<file path="config.mk">
export PLATFORM = sky130hd
export DESIGN_NAME = rally_sequencer
export DESIGN_NICKNAME = d
export VERILOG_FILES = /design/src/rtl/tennis_pkg.sv /design/src/rtl/rally_speed.sv /design/src/rtl/rally_sequencer.sv
export SDC_FILE = /design/constraint.sdc
export NUM_CORES = 1
export LEC_CHECK = 0
export CAP_MARGIN = 0
export CELL_PAD_IN_SITES_DETAIL_PLACEMENT = 0
export CELL_PAD_IN_SITES_GLOBAL_PLACEMENT = 1
export CORE_MARGIN = 4
export CORE_UTILIZATION = 37
export DETAILED_ROUTE_END_ITERATION = 8
export PLACE_DENSITY_LB_ADDON = 0.1
export SYNTH_ARGS = -nofsm -noshare
export SYNTH_HDL_FRONTEND = slang
export SYNTH_SLANG_ARGS = --single-unit
</file>
<file path="constraint.sdc">
create_clock -name newclock -period 4.1 [get_ports newclock]
set_clock_uncertainty 0.2 [all_clocks]
set_input_delay 0.82 -clock newclock [delete_from_list [all_inputs] [get_ports newclock]]
set_output_delay 0.82 -clock newclock [all_outputs]
set_load 0.01 [all_outputs]
</file>
<file path="src/rtl/tennis_pkg.sv">
// Shared encodings and defaults for the LED tennis match controller.
// Latency: none (types, constants and a pure function only).
// Backpressure: not applicable.
package tennis_pkg;

  // Command to the 16-LED ball shifter
  typedef enum logic [1:0] {
    CMD_HOLD = 2'b00,
    CMD_SHL  = 2'b01,   // toward bit 15 (left end)
    CMD_SHR  = 2'b10,   // toward bit 0 (right end)
    CMD_LOAD = 2'b11
  } ball_cmd_e;

  // Match phases
  typedef enum logic [1:0] {
    ST_IDLE       = 2'd0,
    ST_RALLY      = 2'd1,
    ST_POINT      = 2'd2,
    ST_MATCH_OVER = 2'd3
  } state_e;

  // Court ends: right player sits at bit 0, left player (or squash wall) at bit 15
  localparam logic [15:0] POS_RIGHT_END = 16'h0001;
  localparam logic [15:0] POS_LEFT_END  = 16'h8000;

  // Clock-divider speed defaults
  localparam logic [21:0] DEF_TOGGLE_INIT = 22'h35E100;
  localparam logic [21:0] DEF_TOGGLE_STEP = 22'h01FFFF;
  localparam logic [21:0] DEF_TOGGLE_MIN  = 22'h0F0000;

  // Score increment that saturates at the display limit of 99
  function automatic logic [6:0] score_inc(input logic [6:0] s);
    return (s >= 7'd99) ? 7'd99 : s + 7'd1;
  endfunction

endpackage

</file>
<file path="src/rtl/rally_speed.sv">
// Ball speed register: holds the divider toggle count, reloads on serve, speeds up on return.
// Latency: one newclock cycle from load/step to toggle_val.
// Backpressure: none; load/step are single-cycle strobes, load wins over step.
module rally_speed import tennis_pkg::*; #(
  parameter logic [21:0] TOGGLE_INIT = DEF_TOGGLE_INIT,
  parameter logic [21:0] TOGGLE_STEP = DEF_TOGGLE_STEP,
  parameter logic [21:0] TOGGLE_MIN  = DEF_TOGGLE_MIN
) (
  input  logic        newclock,
  input  logic        reset,
  input  logic        load,
  input  logic        step,
  output logic [21:0] toggle_val
);

  // Compare in 23 bits so floor+step cannot wrap; below this the next step clamps to the floor
  localparam logic [22:0] FLOOR_PLUS_STEP = {1'b0, TOGGLE_MIN} + {1'b0, TOGGLE_STEP};

  // Speed register: reload to serve speed or subtract one step, never below the floor
  always_ff @(posedge newclock or posedge reset) begin
    if (reset) begin
      toggle_val <= TOGGLE_INIT;
    end else if (load) begin
      toggle_val <= TOGGLE_INIT;
    end else if (step) begin
      if ({1'b0, toggle_val} >= FLOOR_PLUS_STEP) toggle_val <= toggle_val - TOGGLE_STEP;
      else                                      toggle_val <= TOGGLE_MIN;
    end
  end

endmodule

</file>
<file path="src/rtl/rally_sequencer.sv">
// Match controller: drives the ball shifter, arbitrates buttons, keeps scores and ball speed.
// Latency: ball_cmd/serve_pos combinational; all other outputs registered (one cycle).
// Backpressure: none; buttons are levels sampled every game-clock edge.
module rally_sequencer import tennis_pkg::*; #(
  parameter int          MAX_SCORE   = 3,
  parameter int          MISS_LIMIT  = 3,
  parameter logic [21:0] TOGGLE_INIT = DEF_TOGGLE_INIT,
  parameter logic [21:0] TOGGLE_STEP = DEF_TOGGLE_STEP,
  parameter logic [21:0] TOGGLE_MIN  = DEF_TOGGLE_MIN
) (
  input  logic        newclock,
  input  logic        reset,
  input  logic        squash_mode,
  input  logic        left_hit,
  input  logic        right_hit,
  input  logic [15:0] ball_pos,
  output logic [1:0]  ball_cmd,
  output logic [15:0] serve_pos,
  output logic [21:0] toggle_val,
  output logic [6:0]  left_score,
  output logic [6:0]  right_score,
  output logic        score_upd,
  output logic        match_over,
  output logic        winner,
  output logic [2:0]  state_dbg
);

  localparam logic [6:0] MAX_SC   = 7'(MAX_SCORE);
  localparam logic [1:0] MISS_LIM = 2'(MISS_LIMIT);

  state_e     state;
  ball_cmd_e  cmd;
  logic       dir;      // 1 = ball travelling left (toward bit 15)
  logic       server;   // 1 = left player serves
  logic       mode;     // latched squash_mode for the whole match
  logic [1:0] miss;     // early presses by the receiver this flight
  logic       pt_left;  // 1 = the pending point goes to the left player

  logic       wall, recv_btn, server_btn, at_end, miss_out;
  logic       in_rally, do_serve, do_return, do_wall, lose_pt;
  logic [6:0] pt_score;

  // In squash the left end is the wall, so nobody presses for a leftward ball
  assign wall       = mode & dir;
  assign recv_btn   = wall ? 1'b0 : (dir ? left_hit : right_hit);
  assign server_btn = server ? left_hit : right_hit;
  assign at_end     = (ball_pos == (dir ? POS_LEFT_END : POS_RIGHT_END));
  assign miss_out   = (miss == MISS_LIM);
  assign in_rally   = (state == ST_RALLY);
  assign do_serve   = (state == ST_IDLE) && server_btn;
  assign do_return  = in_rally && at_end && recv_btn;
  assign do_wall    = in_rally && at_end && wall;
  // Point to the sender: receiver absent at its end, or too many early presses mid-flight
  assign lose_pt    = in_rally && (at_end ? (!wall && !recv_btn) : miss_out);
  assign pt_score   = score_inc(pt_left ? left_score : right_score);
  assign serve_pos  = server ? POS_LEFT_END : POS_RIGHT_END;
  assign ball_cmd   = cmd;
  assign state_dbg  = {1'b0, state};

  // Shifter command: load serve position while idle, move only while the ball is in flight
  always_comb begin
    cmd = CMD_HOLD;
    case (state)
      ST_IDLE:  cmd = CMD_LOAD;
      ST_RALLY: if (!at_end && !miss_out) cmd = dir ? CMD_SHL : CMD_SHR;
      default:  cmd = CMD_HOLD;
    endcase
  end

  rally_speed #(
    .TOGGLE_INIT (TOGGLE_INIT),
    .TOGGLE_STEP (TOGGLE_STEP),
    .TOGGLE_MIN  (TOGGLE_MIN)
  ) u_speed (
    .newclock   (newclock),
    .reset      (reset),
    .load       (do_serve),
    .step       (do_return),
    .toggle_val (toggle_val)
  );

  // Match FSM with scoring, early-press counting and registered status outputs
  always_ff @(posedge newclock or posedge reset) begin
    if (reset) begin
      state       <= ST_IDLE;
      dir         <= 1'b1;
      server      <= 1'b0;
      mode        <= 1'b0;
      miss        <= 2'd0;
      pt_left     <= 1'b0;
      left_score  <= 7'd0;
      right_score <= 7'd0;
      score_upd   <= 1'b0;
      match_over  <= 1'b0;
      winner      <= 1'b0;
    end else begin
      score_upd <= 1'b0;
      case (state)
        ST_IDLE: begin
          if (do_serve) begin
            state <= ST_RALLY;
            dir   <= ~server;
            mode  <= squash_mode;
            miss  <= 2'd0;
          end
        end
        ST_RALLY: begin
          if (do_wall || do_return) dir <= ~dir;
          if (do_return) begin
            miss <= 2'd0;
            if (mode) begin
              right_score <= score_inc(right_score);
              score_upd   <= 1'b1;
            end
          end else if (lose_pt) begin
            if (mode) begin
              // Squash ends on the first miss; the rally count is the result
              state      <= ST_MATCH_OVER;
              match_over <= 1'b1;
              winner     <= 1'b0;
            end else begin
              state   <= ST_POINT;
              pt_left <= ~dir;
            end
          end else if (!at_end && recv_btn && (miss != 2'd3)) begin
            miss <= miss + 2'd1;
          end
        end
        ST_POINT: begin
          if (pt_left) left_score  <= pt_score;
          else         right_score <= pt_score;
          score_upd <= 1'b1;
          server    <= ~pt_left;
          if (pt_score == MAX_SC) begin
            state      <= ST_MATCH_OVER;
            match_over <= 1'b1;
            winner     <= pt_left;
          end else begin
            state <= ST_IDLE;
          end
        end
        default: begin
          if (left_hit || right_hit) begin
            left_score  <= 7'd0;
            right_score <= 7'd0;
            score_upd   <= 1'b1;
            match_over  <= 1'b0;
            miss        <= 2'd0;
            state       <= ST_IDLE;
          end
        end
      endcase
    end
  end

endmodule

</file>
# After elaboration in Yosys (flattened, before gate mapping)
# Cells that the tools add are included.
[totals] output_inout_bits=60 register_bits=47 wordCells=130 input_bits=21
[classes] n_mux=52 n_reduce_logical=33 magnitude_cmp=3 addsub=4 bitwise_logic=9 eq_ne=17
[ops] operator="$mux W22" n=3
[ops] operator="$mux W7" n=8
[ops] operator="$mux W16" n=2
[ops] operator="$ge A22 B21 Y1 const B" n=1
[ops] operator="$mux W2" n=11
[ops] operator="$sub A22 B17 Y22 const B" n=1
[ops] operator="$pmux W7 S3" n=1
[ops] operator="$mux W1" n=19
[ops] operator="$eq A16 B16 Y1" n=1
[ops] operator="$reduce_and A5 Y1" n=3
[ops] operator="$add A7 B1 Y7 const B" n=2
[ops] operator="$ge A7 B7 Y1 const B" n=2
[ops] operator="$ne A2 B2 Y1 const B" n=7
[ops] operator="$pmux W7 S2" n=1
[ops] operator="$pmux W2 S3" n=2
[ops] operator="$logic_and A1 B1 Y1" n=9
[ops] operator="$not A1 Y1" n=8
[ops] operator="$reduce_and A4 Y1" n=2
[ops] operator="$reduce_bool A2 Y1" n=4
[ops] operator="$eq A7 B2 Y1 const B" n=1
[ops] operator="$ne A2 B1 Y1 const B" n=3
[ops] operator="$pmux W1 S3" n=2
[ops] operator="$reduce_and A3 Y1" n=2
[ops] operator="$reduce_and A6 Y1" n=1
[ops] operator="15 further kinds" n=22

# Logic depth before layout (Yosys ltp)
# Gate-level depths: netlist of run 1.
[depth] ltp_word=9 ltp_mapped=11 depth_no_buf=9

# Modules after synthesis
# From an unflattened synthesis of run 1, not the netlist that was laid out.
[unflattened] cells_unflattened=428 hier_area_um2=3639.7
[modules_own_cells] mod="rally_sequencer" area_per_inst_um2=2168.3 instances=1 seq_area_each_um2=626.9 cells_each=252
[modules_own_cells] mod="rally_speed" area_per_inst_um2=1471.4 instances=1 seq_area_each_um2=560.5 cells_each=176

# Worst setup path after synthesis of run 1
# OpenSTA, ideal clock, no wires.
[synth_timing] path_type="in2out" start="in ball_pos[2]" end="out ball_cmd[0]" t_required_ns=3.080 path_buffers=0 t_arrival_ns=2.377 slack_ns=0.703 cell_stages=4 path_cell_list="or4_1 > a2111o_1 > o31a_1 > a31o_2"
[synth_via] elab_chain_len=5
[synth_rtl] item="start: declaration" line="rally_sequencer.sv:16" source="input logic [15:0] ball_pos,"
[synth_rtl] item="$eq A16 B16 Y1" line="rally_sequencer.sv:47" source="assign at_end = (ball_pos == (dir ? POS_LEFT_END : POS_RIGHT_END));"
[synth_rtl] item="$logic_not A1 Y1" line="rally_sequencer.sv:65" source="ST_RALLY: if (!at_end && !miss_out) cmd = dir ? CMD_SHL : CMD_SHR;"
[synth_rtl] item="$logic_and A1 B1 Y1" line="rally_sequencer.sv:65"
[synth_rtl] item="$mux W2" line="rally_sequencer.sv:65"
[synth_rtl] item="$pmux W2 S2" line="rally_sequencer.sv:63" source="case (state)"
[synth_rtl] item="end: declaration" line="rally_sequencer.sv:17" source="output logic [1:0] ball_cmd,"
# Every way passes these cells.

# Final worst setup path of run 1
[layout_timing] start="in ball_pos[2]" end="out ball_cmd[1]"
# Same word-level chain as after synthesis.

==> run_results.csv, run 1 <==
group,metric,value,unit
outcome,status,"complete, no violations",
cells_and_area,area_delta_synth_final,28.5,%
cells_and_area,fill_cells,854,
placement,port_buffers,65,
cells_and_area,fin_nets,490,
sta,finalHoldViolCount,0,
critical_path,endpoint_kind,"output pin",
clock_tree,clock-root-buffer,"clkbuf_8",
routing,vias,3164,
routing,routed_wl,9470,um
logic_synthesis,yosys_warnings,0,
floorplan,die_w,103,um
pwr,total_leakage_power,1.76,nW
global_routing,antenna_found_initial,0,
critical_path,crit_required,3.08,ns
cells_and_area,final_cell_mix,"63 x clkdlybuf4s50_1, 40 x nand2_1, 38 x dfrtp_1",
cells_and_area,stdcell_area,0.00427,sq mm
pwr,power.density,466,mW/mm^2
global_routing,grt_use_total,0.180,
routing,routed_via_density,5.55,
routing,drt_iter0_markers,186,
placement,dp_hpwl,6880,um
critical_path,arrival,2.99,ns
placement,dp_cells,562,
sta,slew_viol_final,0,
clock_tree,cts_num_sinks,47,
cells_and_area,n_antenna_cell,0,
critical_path,rr_worst_depth,9,
sta,rsz0062_at_grt,"no",
floorplan,start_util,0.381,
critical_path,r2r-end,"state[0]",
global_routing,grt_max_degree,30,
logic_synthesis,synth_edf_count,0,
placement,gp_congestion,0.870,
worst_hold_path,hp-class,"reg2reg",
sta,period_needed,4.01,ns
routing,drt_pass1_iterations,4,
floorplan,ioPinCount,81,
logic_synthesis,synthTopCellsByArea,"dfrtp_1 29%, dfstp_2 7.1%, o21ai_0 5.1%, nand2_1 4.5%, mux2i_1 3.6%",
cells_and_area,seqCellArea,0.00119,sq mm
sta,maxSlewHeadroom,0.294,
routing,avgRoutedWirePerCell,16.6,um
clock_tree,cts_tree,"yes",
logic_synthesis,synthFlopType,"dfrtp_1",
run,maxCapViolations,0,
critical_path,reg2reg_from,"pt_left",
worst_hold_path,min_to,"miss[1]",
routing,drcViolationCount,0,
pwr,ir_drop,0.161,mV
clock_tree,cts_max_path_buffers,2,
critical_path,rrSetupSlack,1.01,ns
sta,max_freq,0.249,GHz
global_routing,grt_pass1_wl,15100,um
sta,tightest_slew,1.06,ns
logic_synthesis,yosysTopAreaCellShare,0.286,
critical_path,startpoint_type,"input port",
logic_synthesis,synth-seq-area-share,0.357,
pwr,fin_total_pwr,1.99,mW
cells_and_area,fin_cells,570,
critical_path,worst-path-max-fanout,3,
floorplan,die_area,0.0106,sq mm
logic_synthesis,ys_types,64,
global_routing,overflow,0,
clock_tree,cts_setup_buffers,0,
floorplan,rows,34,
global_routing,grt_pass1_vias,2921,
sta,setup_viol,0,
cells_and_area,finish.utilization,0.490,
cells_and_area,multi_input_area,0.00193,sq mm
logic_synthesis,synth_area_per_cell,8.53,sq um
clock_tree,clkLatencyLatePin,0.31,ns
placement,placed_cell_area,0.00414,sq mm
floorplan,core_area,0.00872,sq mm
worst_hold_path,min_from,"miss[1]",
critical_path,crit_type,"in2out",
logic_synthesis,synthCells,390,
logic_synthesis,async_flop_share,1.00,
clock_tree,htree_levels,2,
routing,antenna_left,0,
cells_and_area,drive_gt1_frac,0.115,
clock_tree,cts.clk_slew.worst_paths,0.09,ns
clock_tree,ctsResizeCount,2,
clock_tree,cts_hold_buffers,0,
logic_synthesis,ys_ff_latch,47,
sta,holdWs,0.323,ns
worst_hold_path,worstHoldPathCells,1,
logic_synthesis,synth_top_area_cell,"dfrtp_1",
clock_tree,cts_buffers,5,
logic_synthesis,synth_area,0.00333,sq mm
sta,post-route-period-util,0.978,
floorplan,die_y,103,um
cells_and_area,layout_commonest_cell,"clkdlybuf4s50_1",
## worst max path at each step
stage | startpoint | endpoint | slack, ns | cells after the start
2_1_floorplan | ball_pos[2] | ball_cmd[0] | 0.70 | 4
3_3_place_gp | ball_pos[2] | ball_cmd[1] | -0.09 | 6
3_5_place_dp | ball_pos[2] | ball_cmd[1] | -0.12 | 6
4_1_cts | ball_pos[2] | ball_cmd[1] | 0.07 | 6
5_1_grt | ball_pos[2] | ball_cmd[0] | 0.006 | 6
6_report | ball_pos[2] | ball_cmd[1] | 0.09 | 6
## power by group
group	total, mW	switching [mW]	leakage [nW]	internal (mW)
clock network	0.415	0.172	0.0644	0.243
logic	0.926	0.511	1.09	0.415
registers	0.652	0.110	0.610	0.542
total	1.99	0.793	1.76	1.20
## routing by layer
layer,vias to the layer above,track usage,share of wire
met5,-,0,0
met1,1492,0.272,0.47
met3,6,0.0284,0.070
met4,0,0.0339,0.0070
met2,115,0.274,0.45
li1,1551,-,-
## cell families after synthesis
kind of cell,Yosys count,share of synthesized area
multiplexers,19,0.0598
other,1,0.00113
AND/OR/NAND/NOR,148,0.233
buffers and inverters,52,0.0798
flip-flops,47,0.357
XOR/XNOR,10,0.0263
AO/OA/AOI/OAI,105,0.213
adder cells (fa/ha/maj),8,0.0301
## cells in the mapped netlist, drive strengths merged, types with 7 or more instances
library cell / instances
nor2: 25
mux2i: 12
nor3: 14
nand3b: 10
clkbuf: 12
mux2: 7
dfrtp: 38
o21ai: 34
inv: 18
nand2: 40
buf: 22
nand3: 14
a21oi: 17
dfstp: 9
and3: 9
ha: 8
nand4: 7
## critical path, stage by stage
cell and delay [ns]:
clkdlybuf4s50_1 0.39, or4_1 0.52, a2111o_1 0.42, o31a_1 0.32, a31o_2 0.25, dlygate4sd2_1 0.28
## stage by stage
stage	setup TNS (ns)	setup slack [ns]
global route	0	0.00587
floorplan	0	0.703
CTS	0	0.0712
detailed placement	-0.234	-0.123
global placement	-0.174	-0.0875
finish	0	0.0888
## layout make-up
cell class                      instances  area share
Clock inverter                          3      0.0158
Tap cell                              108      0.0316
Inverter                               18      0.0158
Multi-Input combinational cell        305       0.452
Timing Repair Buffer                   84       0.191
Clock buffer                            5      0.0161
Sequential cell                        47       0.278
## sequential cells by signal, indices dropped and copies added (netlist names)
signal,cells
u_speed.toggle_val,22
left_score,7
right_score,7
miss,2
state,2
dir,1
match_over,1
mode,1
pt_left,1
score_upd,1
server,1
winner,1
Note: power is estimated with default switching activity, not from simulation.
==> run 2: changes to the inputs <==
HOLD_SLACK_MARGIN = 0.1   (was default)
clock period = 4.4 ns   (was 4.1 ns; I/O delays follow)
==> run 2 against run 1 <==
Total power fell by 9.2%. Critical endpoint unchanged. Clock-buffer cell count rose by 1. Sequential cell count did not move. Register-to-register slack barely moved. Critical path depth did not move. Sequential share of layout area rose by 0.54 points. Critical path type unchanged. Non-clock buffer count fell by 6. Via count rose by 1.4%.
==> run_results.csv, run 2 (synthesis results as in run 1) <==
group,metric,value,unit
outcome,status,"complete, no violations",
cells_and_area,reg_top3,"u_speed.toggle_val (22), left_score (7), right_score (7)",
routing,avgRoutedWirePerCell,16.7,um
floorplan,start_util,0.381,
cells_and_area,final_cell_mix,"63 x clkdlybuf4s50_1, 40 x nand2_1, 38 x dfrtp_1",
floorplan,rows,34,
sta,maxSlewHeadroom,0.307,
critical_path,slowest_delay,0.53,ns
global_routing,grt_util_met3,0.0304,
sta,finalHoldViolCount,0,
routing,antenna_left,0,
sta,max_freq,0.247,GHz
floorplan,core_area,0.00872,sq mm
sta,setup_slack,0.355,ns
placement,port_buffers,65,
floorplan,die_y,103,um
global_routing,grt_pass1_vias,2857,
sta,tns,0,ns
clock_tree,clkLatencyLatePin,0.31,ns
cells_and_area,largest_register_ffs,22,
placement,dp_hpwl,6710,um
floorplan,ioPinCount,81,
floorplan,die_w,103,um
critical_path,crit_required,3.32,ns
routing,drt_iter0_markers,175,
floorplan,die_area,0.0106,sq mm
cells_and_area,drive_gt1_frac,0.103,
sta,setup_viol,0,
global_routing,grt_use_total,0.175,
cells_and_area,n_antenna_cell,0,
sta,rsz0062_at_grt,"no",
critical_path,arrival,2.97,ns
global_routing,antenna_found_initial,0,
clock_tree,cts_num_sinks,47,
sta,slew_viol_final,0,
global_routing,gr-usage-met1,0.257,
critical_path,startpoint_type,"input port",
pwr,power.density,432,mW/mm^2
pwr,total_leakage_power,1.74,nW
routing,drcViolationCount,0,
global_routing,overflow,0,
placement,gp_congestion,0.813,
placement,pre_cts_slack,0.0304,ns
cells_and_area,layout_commonest_cell,"clkdlybuf4s50_1",
clock_tree,htree_levels,2,
cells_and_area,top_register,"u_speed.toggle_val",
global_routing,grtUsageMet2,0.270,
routing,routed_wl,9390,um
routing,drt_pass1_iterations,5,
global_routing,grt_pass1_wl,14800,um
worst_hold_path,hp-class,"reg2reg",
clock_tree,cts_tree,"yes",
clock_tree,clock-root-buffer,"clkbuf_8",
sta,period_needed,4.05,ns
clock_tree,cts.clk_slew.worst_paths,0.09,ns
critical_path,endpoint_kind,"output pin",
critical_path,rrSetupSlack,1.01,ns
critical_path,critPathTopFamily,"compound AO/OA/AOI/OAI gates",
routing,routed_via_density,5.69,
global_routing,grt.busiest_layer,"met2",
sta,post-route-period-util,0.919,
pwr,ir_drop,0.177,mV
critical_path,slowest_stage,"or4_1",
routing,vias,3208,
clock_tree,cts_buffers,5,
critical_path,crit_type,"in2out",
critical_path,worstPathCellList,"clkdlybuf4s50_1, or4_1, a2111o_1, o31a_1, a31o_2, dlymetal6s2s_1",
critical_path,worst-path-max-fanout,3,
cells_and_area,area_delta_synth_final,26.1,%
run,maxCapViolations,0,
cells_and_area,fin_nets,484,
sta,tightest_slew,1.04,ns
critical_path,cp_num_buf_inv,2,
clock_tree,cts_max_path_buffers,2,
sta,holdWs,0.326,ns
global_routing,grt_max_degree,48,
==> run 2: cell count changes in the layout (fill, tap and decap cells not counted), sizes merged <==
cell / delta
dlygate4sd2: -2
clkinvlp: -1
dlymetal6s2s: +2
bufinv: -1
clkbuf: +1
buf: -6
clkinv: +1
==> run 2: through the flow <==
step | instance area, sq um | std cells | power [mW] | util
4_1_cts | 4190 | 564 | 1.83 | 0.480
2_1_floorplan | 3380 | 404 | 1.15 | -
6_report | 4190 | 564 | 1.81 | 0.481
3_5_place_dp | 4070 | 556 | 1.48 | 0.467
3_3_place_gp | 4070 | 556 | 1.47 | 0.467
5_1_grt | 4190 | 564 | 1.94 | 0.481
==> run 2: layer usage <==
layer  vias up  share of wire  routed length, um
li1       1532              -                  -
met1      1581           0.48               4520
met2        90           0.45               4200
met3         5          0.064                604
met4         0         0.0075                 70
met5         -              0                  0
==> run 2: area by class of cell <==
| cell class | count | area [sq um] |
|---|---|---|
| Multi-Input combinational cell | 305 | 1930 |
| Timing Repair Buffer | 78 | 753 |
| Clock inverter | 2 | 35.0 |
| Fill cell | 852 | 4530 |
| Inverter | 18 | 67.6 |
| Clock buffer | 6 | 82.6 |
| Tap cell | 108 | 135 |
| Sequential cell | 47 | 1190 |
==> run 2: power breakdown <==
part	internal [mW]	switching, mW	total, mW
Combinational	0.385	0.468	0.853
Clock	0.184	0.159	0.343
Sequential	0.505	0.110	0.615
Total	1.07	0.736	1.81
==> run 2: worst register-to-register path: stages (launching register included) <==
cell	delay, ns
dfrtp_1	0.85
mux2i_1	0.20
inv_1	0.09
ha_1	0.22
inv_1	0.11
o41ai_1	0.31
xor2_1	0.19
nor4_1	0.71
a31oi_1	0.20
o31ai_1	0.23
==> run 2: final timing paths <==
path,end,from,cells after the start
worst max-delay path,ball_cmd[1],ball_pos[2],6
worst min-delay path,miss[1],miss[1],1
worst max register to register,state[0],pt_left,9
worst min register to register,miss[1],miss[1],1
max in group asynchronous,left_score[3],reset,2
min in group asynchronous,u_speed.toggle_val[0],reset,2
==> run 2: repair_timing <==
| item | 4_1_cts | 5_1_grt |
|---|---|---|
| buffers inserted | 0 | 0 |
| gates resized for setup | 0 | 2 |
| hold buffers | 0 | 0 |
| hold endpoints to repair | 0 | 0 |
| endpoints found under the setup margin | 0 | 2 |
==> run 3: changes to the inputs <==
CORE_UTILIZATION = 38   (was 37)
CTS_CLUSTER_SIZE = 25   (was default)
SYNTH_HIERARCHICAL = 1   (was default)
==> run 3 against run 2 <==
Non-clock buffer count down 8. Global-route usage up 0.42 points. Synthesized cell count up 9.7%. Combinational power up 32%. Final cell count up 6.9%. First-iteration DRC count down 46%. Critical path depth up 1. Routed wire length up 6.2%.
==> run_results.csv, run 3 <==
group,metric,value,unit
outcome,status,"complete, no violations",
logic_synthesis,synth_area,0.00364,sq mm
placement,dp_cells,595,
cells_and_area,fin_cells,603,
logic_synthesis,synth_area_per_cell,8.50,sq um
sta,tightest_slew,0.959,ns
routing,drcViolationCount,0,
worst_hold_path,hp-class,"reg2reg",
cells_and_area,reg_top3,"u_speed/toggle_val (22), left_score (7), right_score (7)",
floorplan,die_area,0.0112,sq mm
critical_path,arrival,2.73,ns
cells_and_area,largest_register_ffs,22,
cells_and_area,final_cell_mix,"65 x clkdlybuf4s50_1, 40 x nand2_1, 38 x dfrtp_1",
cells_and_area,n_antenna_cell,0,
global_routing,overflow,0,
routing,antenna_left,0,
critical_path,crit_required,3.32,ns
sta,slew_viol_final,0,
routing,routed_wl,9980,um
cells_and_area,area_delta_synth_final,19.4,%
floorplan,rows,35,
clock_tree,cts.clk_slew.worst_paths,0.09,ns
clock_tree,ctsResizeCount,0,
clock_tree,cts_tree,"yes",
pwr,total_leakage_power,1.76,nW
logic_synthesis,synth-seq-area-share,0.326,
sta,period_needed,3.81,ns
routing,avgRoutedWirePerCell,16.5,um
sta,rsz0062_at_grt,"no",
clock_tree,cts_max_path_buffers,2,
global_routing,grt_pass1_vias,3235,
clock_tree,cts_hold_buffers,0,
pwr,fin_total_pwr,2.07,mW
run,maxCapViolations,0,
cells_and_area,drive_gt1_frac,0.103,
floorplan,core_area,0.00928,sq mm
routing,drt_pass1_iterations,5,
sta,setup_slack,0.590,ns
global_routing,antenna_found_initial,0,
placement,port_buffers,65,
routing,drt_iter0_markers,94,
routing,vias,3371,
logic_synthesis,ys_ff_latch,47,
sta,finalHoldViolCount,0,
routing,routed_via_density,5.59,
sta,max_freq,0.262,GHz
logic_synthesis,synthTopCellsByCount,"40 x nand2_1, 38 x dfrtp_1, 33 x nand3_1",
critical_path,worst-path-max-fanout,3,
sta,maxSlewHeadroom,0.360,
clock_tree,clkLatencyLatePin,0.30,ns
critical_path,crit_type,"in2out",
placement,gp_congestion,0.793,
logic_synthesis,synthCells,428,
placement,pre_cts_slack,0.583,ns
sta,setup_viol,0,
pwr,ir_drop,0.205,mV
floorplan,die_y,106,um
placement,dp_hpwl,7170,um
sta,post-route-period-util,0.866,
cells_and_area,finish.utilization,0.468,
logic_synthesis,ys_types,78,
cells_and_area,fin_nets,502,
clock_tree,clock-root-buffer,"clkbuf_8",
logic_synthesis,synth_top_area_cell,"dfrtp_1",
logic_synthesis,synthTopCellsByArea,"dfrtp_1 26%, dfstp_2 6.5%, nand3_1 4.5%, buf_4 4.1%, nand2_1 4.1%",
global_routing,grt_max_degree,37,
logic_synthesis,async_flop_share,1.00,
sta,tns,0,ns
logic_synthesis,synthFlopType,"dfrtp_1",
logic_synthesis,yosysTopAreaCellShare,0.261,
logic_synthesis,yosys.cell_count.top_type,"nand2_1",
pwr,power.density,477,mW/mm^2
cells_and_area,layout_commonest_cell,"clkdlybuf4s50_1",
critical_path,startpoint_type,"input port",
logic_synthesis,synth_edf_count,0,
clock_tree,cts_buffers,5,
critical_path,endpoint_kind,"output pin",
logic_synthesis,yosys_warnings,6,
clock_tree,cts_num_sinks,47,
clock_tree,cts_setup_buffers,0,
cells_and_area,top_register,"u_speed/toggle_val",
global_routing,grt_pass1_wl,16700,um
floorplan,ioPinCount,81,
global_routing,grt_use_total,0.179,
floorplan,die_w,106,um
floorplan,start_util,0.392,
clock_tree,htree_levels,2,
-- run 3: layout make-up --
cell class              count  area (sq um)
clock buffers               5          68.8
clock inverters             3          15.0
fillers                   980          4940
inverters                  19          71.3
multi-input cells         330          2150
flip-flops and latches     47          1190
well taps                 129           161
repair buffers             70           688
-- run 3: cells by family (layout without fill, tap and decap cells) --
group / count (synthesis) / after routing / synth area share
buffers and inverters: 65 / 97 / 0.0969
AND/OR/NAND/NOR: 188 / 188 / 0.285
XOR/XNOR: 3 / 3 / 0.00722
other: 1 / 15 / 0.00103
AO/OA/AOI/OAI: 100 / 100 / 0.207
adder cells (fa/ha/maj): 8 / 8 / 0.0275
flip-flops: 47 / 47 / 0.326
multiplexers: 16 / 16 / 0.0485
-- run 3: worst max-delay path, stage by stage --
cell and delay (ns):
clkdlybuf4s50_1 0.40, nor4_1 0.39, and4_1 0.28, a21oi_1 0.12, nand2_1 0.12, o21bai_1 0.07
clkdlybuf4s50_1 0.48
-- run 3: final timing paths --
check	start	to	slack, ns	cells past startpoint
min reg2reg	match_over	match_over	0.29	1
max	ball_pos[7]	ball_cmd[0]	0.59	7
max reg2reg	state[1]	u_speed/toggle_val[11]	1.26	9
min in group asynchronous	reset	u_speed/toggle_val[19]	0.89	2
max in group asynchronous	reset	right_score[2]	2.50	2
min	match_over	match_over	0.29	1
-- run 3: stage by stage --
stage          instance area (sq um)  hold WS, ns
3_5_place_dp                    4260        0.277
4_1_cts                         4350        0.299
2_1_floorplan                   3690        0.263
3_3_place_gp                    4260        0.270
6_report                        4350        0.295
5_1_grt                         4350        0.330
-- run 3: power breakdown --
group / internal, mW / switching [mW] / total (mW)
Combinational: 0.492 / 0.637 / 1.13
Sequential: 0.530 / 0.143 / 0.674
Clock: 0.109 / 0.160 / 0.269
-- run 3: routing by layer --
metal,part of all wire,vias up,global-route usage
met2,0.50,77,0.304
met5,0,-,0
met3,0.035,6,0.0263
li1,-,1656,-
met4,0.0051,0,0.0287
met1,0.46,1632,0.246
